==> config.mk <==
export PLATFORM = sky130hd
export DESIGN_NAME = regfile_sb
export DESIGN_NICKNAME = d
export VERILOG_FILES = /design/src/rtl/regfile_sb.sv
export SDC_FILE = /design/constraint.sdc
export NUM_CORES = 2
export LEC_CHECK = 0
export BUFFER_PORTS_ARGS = -buffer_cell sky130_fd_sc_hd__buf_2
export CORE_ASPECT_RATIO = 1.2
export CORE_MARGIN = 2
export CORE_UTILIZATION = 45
export CTS_BUF_LIST = sky130_fd_sc_hd__clkbuf_8
export CTS_CLUSTER_DIAMETER = 80
export DETAILED_ROUTE_END_ITERATION = 8
export SYNTH_ARGS = -nofsm -noshare
export SYNTH_HDL_FRONTEND = slang
export SYNTH_SLANG_ARGS = --single-unit
==> constraint.sdc <==
create_clock -name clk -period 5.6 [get_ports clk]
set_input_delay 0 -clock clk [delete_from_list [all_inputs] [get_ports clk]]
set_output_delay 0 -clock clk [all_outputs]
set_load 0.02 [all_outputs]
==> src/rtl/regfile_sb.sv <==
// ============================================================================
// regfile_sb: 2R/1W register file with write bypass, pending-write scoreboard
//             with stall generation, and a registered effective-address unit.
// Revision: 1.0
// ============================================================================
`default_nettype none

module regfile_sb #(
  parameter int unsigned XLEN     = 32,
  parameter int unsigned NREG     = 32,
  parameter int unsigned BYPASS   = 1,
  parameter int unsigned ZERO_REG = 1
) (
  input  logic                    clk,
  input  logic                    reset,
  input  logic [$clog2(NREG)-1:0] rs1,
  input  logic [$clog2(NREG)-1:0] rs2,
  output logic [XLEN-1:0]         rv1,
  output logic [XLEN-1:0]         rv2,
  input  logic                    rs1_used,
  input  logic                    rs2_used,
  input  logic                    we,
  input  logic [$clog2(NREG)-1:0] rd,
  input  logic [XLEN-1:0]         wdata,
  input  logic                    iss_we,
  input  logic [$clog2(NREG)-1:0] iss_rd,
  output logic                    stall,
  input  logic                    ea_en,
  input  logic [11:0]             imm,
  output logic [XLEN-1:0]         ea,
  output logic                    ea_valid
);

  localparam int unsigned AW = $clog2(NREG);

  if (NREG < 2 || (NREG & (NREG - 1)) != 0) begin : g_bad_nreg
    $error("regfile_sb: NREG must be a power of two and at least 2");
  end

  function automatic logic writable(input logic [AW-1:0] a);
    return (ZERO_REG == 0) || (a != '0);
  endfunction

  logic [XLEN-1:0] regs [NREG];
  logic [NREG-1:0] pend;
  logic [NREG-1:0] pend_eff;
  logic            wr_ok;
  logic            iss_ok;
  logic            byp1;
  logic            byp2;
  logic            busy1;
  logic            busy2;
  logic [XLEN-1:0] imm_sext;

  assign wr_ok    = we && writable(rd);
  assign iss_ok   = iss_we && !stall && writable(iss_rd);
  assign imm_sext = {{(XLEN-12){imm[11]}}, imm};

  // Register 0 can never become pending when it is hard-wired to zero.
  always_comb begin
    pend_eff = pend;
    if (ZERO_REG != 0) pend_eff[0] = 1'b0;
  end

  // Write port
  always_ff @(posedge clk) begin
    if (reset) begin
      for (int i = 0; i < NREG; i++) regs[i] <= '0;
    end else if (wr_ok) begin
      regs[rd] <= wdata;
    end
  end

  // Read ports with same-cycle forwarding of the writeback value
  always_comb begin
    byp1 = (BYPASS != 0) && wr_ok && (rd == rs1);
    byp2 = (BYPASS != 0) && wr_ok && (rd == rs2);
    rv1  = regs[rs1];
    rv2  = regs[rs2];
    if (byp1) rv1 = wdata;
    if (byp2) rv2 = wdata;
    if ((ZERO_REG != 0) && (rs1 == '0)) rv1 = '0;
    if ((ZERO_REG != 0) && (rs2 == '0)) rv2 = '0;
  end

  // A source being written back this cycle is not busy when it can be forwarded.
  always_comb begin
    busy1 = pend_eff[rs1] && !((BYPASS != 0) && we && (rd == rs1));
    busy2 = pend_eff[rs2] && !((BYPASS != 0) && we && (rd == rs2));
    stall = (rs1_used && busy1) || (rs2_used && busy2);
  end

  // Scoreboard: the set is applied after the clear so a new producer wins.
  always_ff @(posedge clk) begin
    if (reset) begin
      pend <= '0;
    end else begin
      if (wr_ok)  pend[rd]     <= 1'b0;
      if (iss_ok) pend[iss_rd] <= 1'b1;
    end
  end

  // Effective address from the forwarded rv1
  always_ff @(posedge clk) begin
    if (reset) begin
      ea       <= '0;
      ea_valid <= 1'b0;
    end else if (ea_en) begin
      ea       <= rv1 + imm_sext;
      ea_valid <= 1'b1;
    end else begin
      ea_valid <= 1'b0;
    end
  end

endmodule

`default_nettype wire

==> results.txt <==
dpl ws - 0.150 ns
Initial Util - 0.454
Syn Area/Cell - 14.1 µm²
Yosys top cell by area - edfxtp_1
Clock Skew - 0.0423 ns
Critical R2R Launch - regs[15][13]$_SDFFCE_PN0P_
number of top-level pins - 169
die span in x - 337 µm
PD cells - 294 mW/mm²
initial antenna violation count - 21
CTS Root Cell - clkbuf_8
Synth top area share - 0.513
status - finished clean
first-pass GRT wire length - 317000 µm
total wire length - 229000 µm
hold-fix buffers at CTS - 85
WL/cell - 35.9 µm
max_cap viols - 0
Seq cells post-synth - 1088
setup TNS - 0 ns
crit share post-route - 0.888
Setup-failing EPs final - 0
Hold Crit Depth - 5
die area - 0.136 mm²
Hold Crit Class - in -> reg
dominant cells by area after synthesis - edfxtp_1, mux4_2, and2_1, mux2i_1, dfxtp_1
Setup CP Type - reg -> reg
site row count - 146
clk sinks - 1088
postcts setup bufs - 0
Syn. warnings - 0
GPL Wtd Cong - 0.914
final worst path period need - 4.97 ns
H-tree depth - 4
final antenna-violating net count - 0
vias in the first global route - 41.3k
Primary FF master, synth - edfxtp_1
vias - 41.7k
nets - 4549
die height - 404 µm
Num CTS Buffers - 177
Post-synth EDFFs - 1024
GR Util All Layers - 0.337
Clock Latency Late Sink - 0.92 ns
fin cells - 6378
post-cts repair resize count - 0
drt drc - 0
critical path capture point type - flip-flop
max frequency - 0.201 GHz
CP Max Fanout - 7
RSZ-0062 raised after global routing - no
post-route worst setup slack - 0.627 ns
routed vias/inst - 6.53
sequential area share after synthesis - 0.535
Gate Count Post-Synth - 4247
Leakage - 23.9 nW
CP Data Required Time - 6.42 ns
Worst Hold Launch - rs2_used
Initial DRT Pass Iterations - 8
Slew @ Worst Pin - 1.34 ns
worst reg-to-reg path cell count - 14
Distinct cells, synth - 67
global route total overflow - 0
FFs w/ async S/R, synth - 0
Clock Path Buffers - 3
placed cells - 5958
Starting DRT DRC Count - 6133
max-slew violation count - 0
critical path launch point type - flip-flop
worst vdd ir - 0.297 mV
largest net degree at the start of global routing - 84
final hold viol count - 0
CTS tree - built
Critical Path AT - 5.79 ns
Filler Cell Count - 11.1k
Port Buffers - 168
Post-DP HPWL - 136000 µm
fraction of layout instances using a drive strength above 1 - 0.259
Area Growth Syn to Fin - 12.1%
Max-slew headroom - 0.106
Core Area - 0.132 mm²
Cell Area, Synth - 0.0599 mm²
Worst Setup SP - regs[15][13]$_SDFFCE_PN0P_
clock-pin slew on the worst setup and hold paths - 0.08 ns
## routing by layer
layer / global-route usage / vias up / wire (µm)
met2: 0.548 / 2802 / 111000
met5: 0 / - / 36
met4: 0.173 / 6 / 12100
met3: 0.0722 / 658 / 23000
met1: 0.426 / 21500 / 83000
li1: - / 16700 / -
## final timing paths
check,end,slack [ns]
worst max-delay path,ea[28]$_SDFFE_PP0P_,0.63
worst min register to register,ea[27]$_SDFFE_PP0P_,0.46
worst max register to register,ea[28]$_SDFFE_PP0P_,0.63
worst min-delay path,pend[12]$_SDFF_PP0_,0.08
## stage by stage
stage               hold WS (ns)  total power [mW]  area, µm²  utilization
finish                    0.0795              19.7      67200        0.509
global route              0.0844              20.3      67100        0.508
CTS                       0.0215              19.7      67100        0.508
detailed placement         0.409              13.1      63100        0.477
global placement           0.405              13.1      63100        0.477
floorplan                  0.154              11.8      60000            -
## placed cells by master, fill, tap and decap left out, types with 9 or more instances in the layout
master         count
edfxtp_1        1024
and2_1           994
mux4_2           498
mux2i_1          214
clkbuf_8         183
buf_2            157
buf_4            156
a21oi_1          152
nor2_1           141
o21ai_0          105
dlygate4sd3_1     85
nand2_1           64
dfxtp_1           64
mux2_2            55
a22oi_1           55
inv_1             54
o211ai_1          54
clkinv_1          54
a221oi_1          53
a211oi_1          44
conb_1            32
nor2_4            31
a22o_1            31
ha_1              31
inv_2             29
clkinv_2          20
diode_2           18
xnor2_1           17
xor2_1            15
nand3_1           13
buf_12            12
nand2b_1           9
nor3_1             9
a21o_1             9
## layout make-up
cell class                      count  area (µm²)  share of cell area
Clock buffer                      182        2500              0.0373
Clock inverter                    135         721              0.0107
Multi-Input combinational cell   2723       26400               0.393
Inverter                           40         151             0.00225
Antenna cell                       18        45.0            0.000671
Timing Repair Buffer              416        3130              0.0466
Tap cell                         1776        2220              0.0331
Sequential cell                  1088       32000               0.477
## registers in the layout (all words and copies together), names as in the netlist
register,count
ea_valid,1
ea,32
regs,1024
pend,31
## Yosys cell counts, drive strengths merged (6+ instances only)
cell type / instances
xor2: 15
a22o: 31
a21o: 9
nor3: 10
nand3b: 7
inv: 39
and2: 994
nor2b: 8
edfxtp: 1024
or3: 7
mux2: 55
buf: 97
a211oi: 44
nand2: 64
ha: 31
a221oi: 53
and3: 6
nand2b: 10
mux2i: 214
nor4: 10
o211ai: 54
o21ai: 106
clkbuf: 330
nor2: 172
a21oi: 152
xnor2: 17
mux4: 498
a22oi: 55
nand3: 13
dfxtp: 64
## kinds of logic (layout without fill, tap and decap cells)
kind of cell	after synthesis	count (layout)	share of synthesized area
compound gates	539	539	0.0592
xor+xnor	32	32	0.00468
fa+ha+maj	32	32	0.00681
buf+inv	467	773	0.0317
flops	1088	1088	0.535
mux	767	767	0.233
other cells	1	50	0.0000626
simple gates	1321	1321	0.130
## worst max-delay path: stages (launching register included)
cell       delay, ns
edfxtp_1        0.43
mux4_2          0.48
mux4_2          0.52
mux2i_1         0.39
a211oi_1        0.18
buf_4           0.23
ha_1            0.42
nand2_1         0.08
nor2_1          0.12
o211ai_1        0.22
a2111oi_0       0.93
o211ai_1        0.29
a21oi_1         0.22
o21ai_0         0.09
a32o_1          0.26
## power breakdown
part	switching (mW)	internal [mW]	total, mW	leakage, nW
Combinational	2.07	1.37	3.44	11.8
Sequential	0.255	9.38	9.64	10.3
Clock	3.41	3.25	6.65	1.81
Total	5.73	14.0	19.7	23.9
No activity file was read; power rests on OpenSTA's default activity.
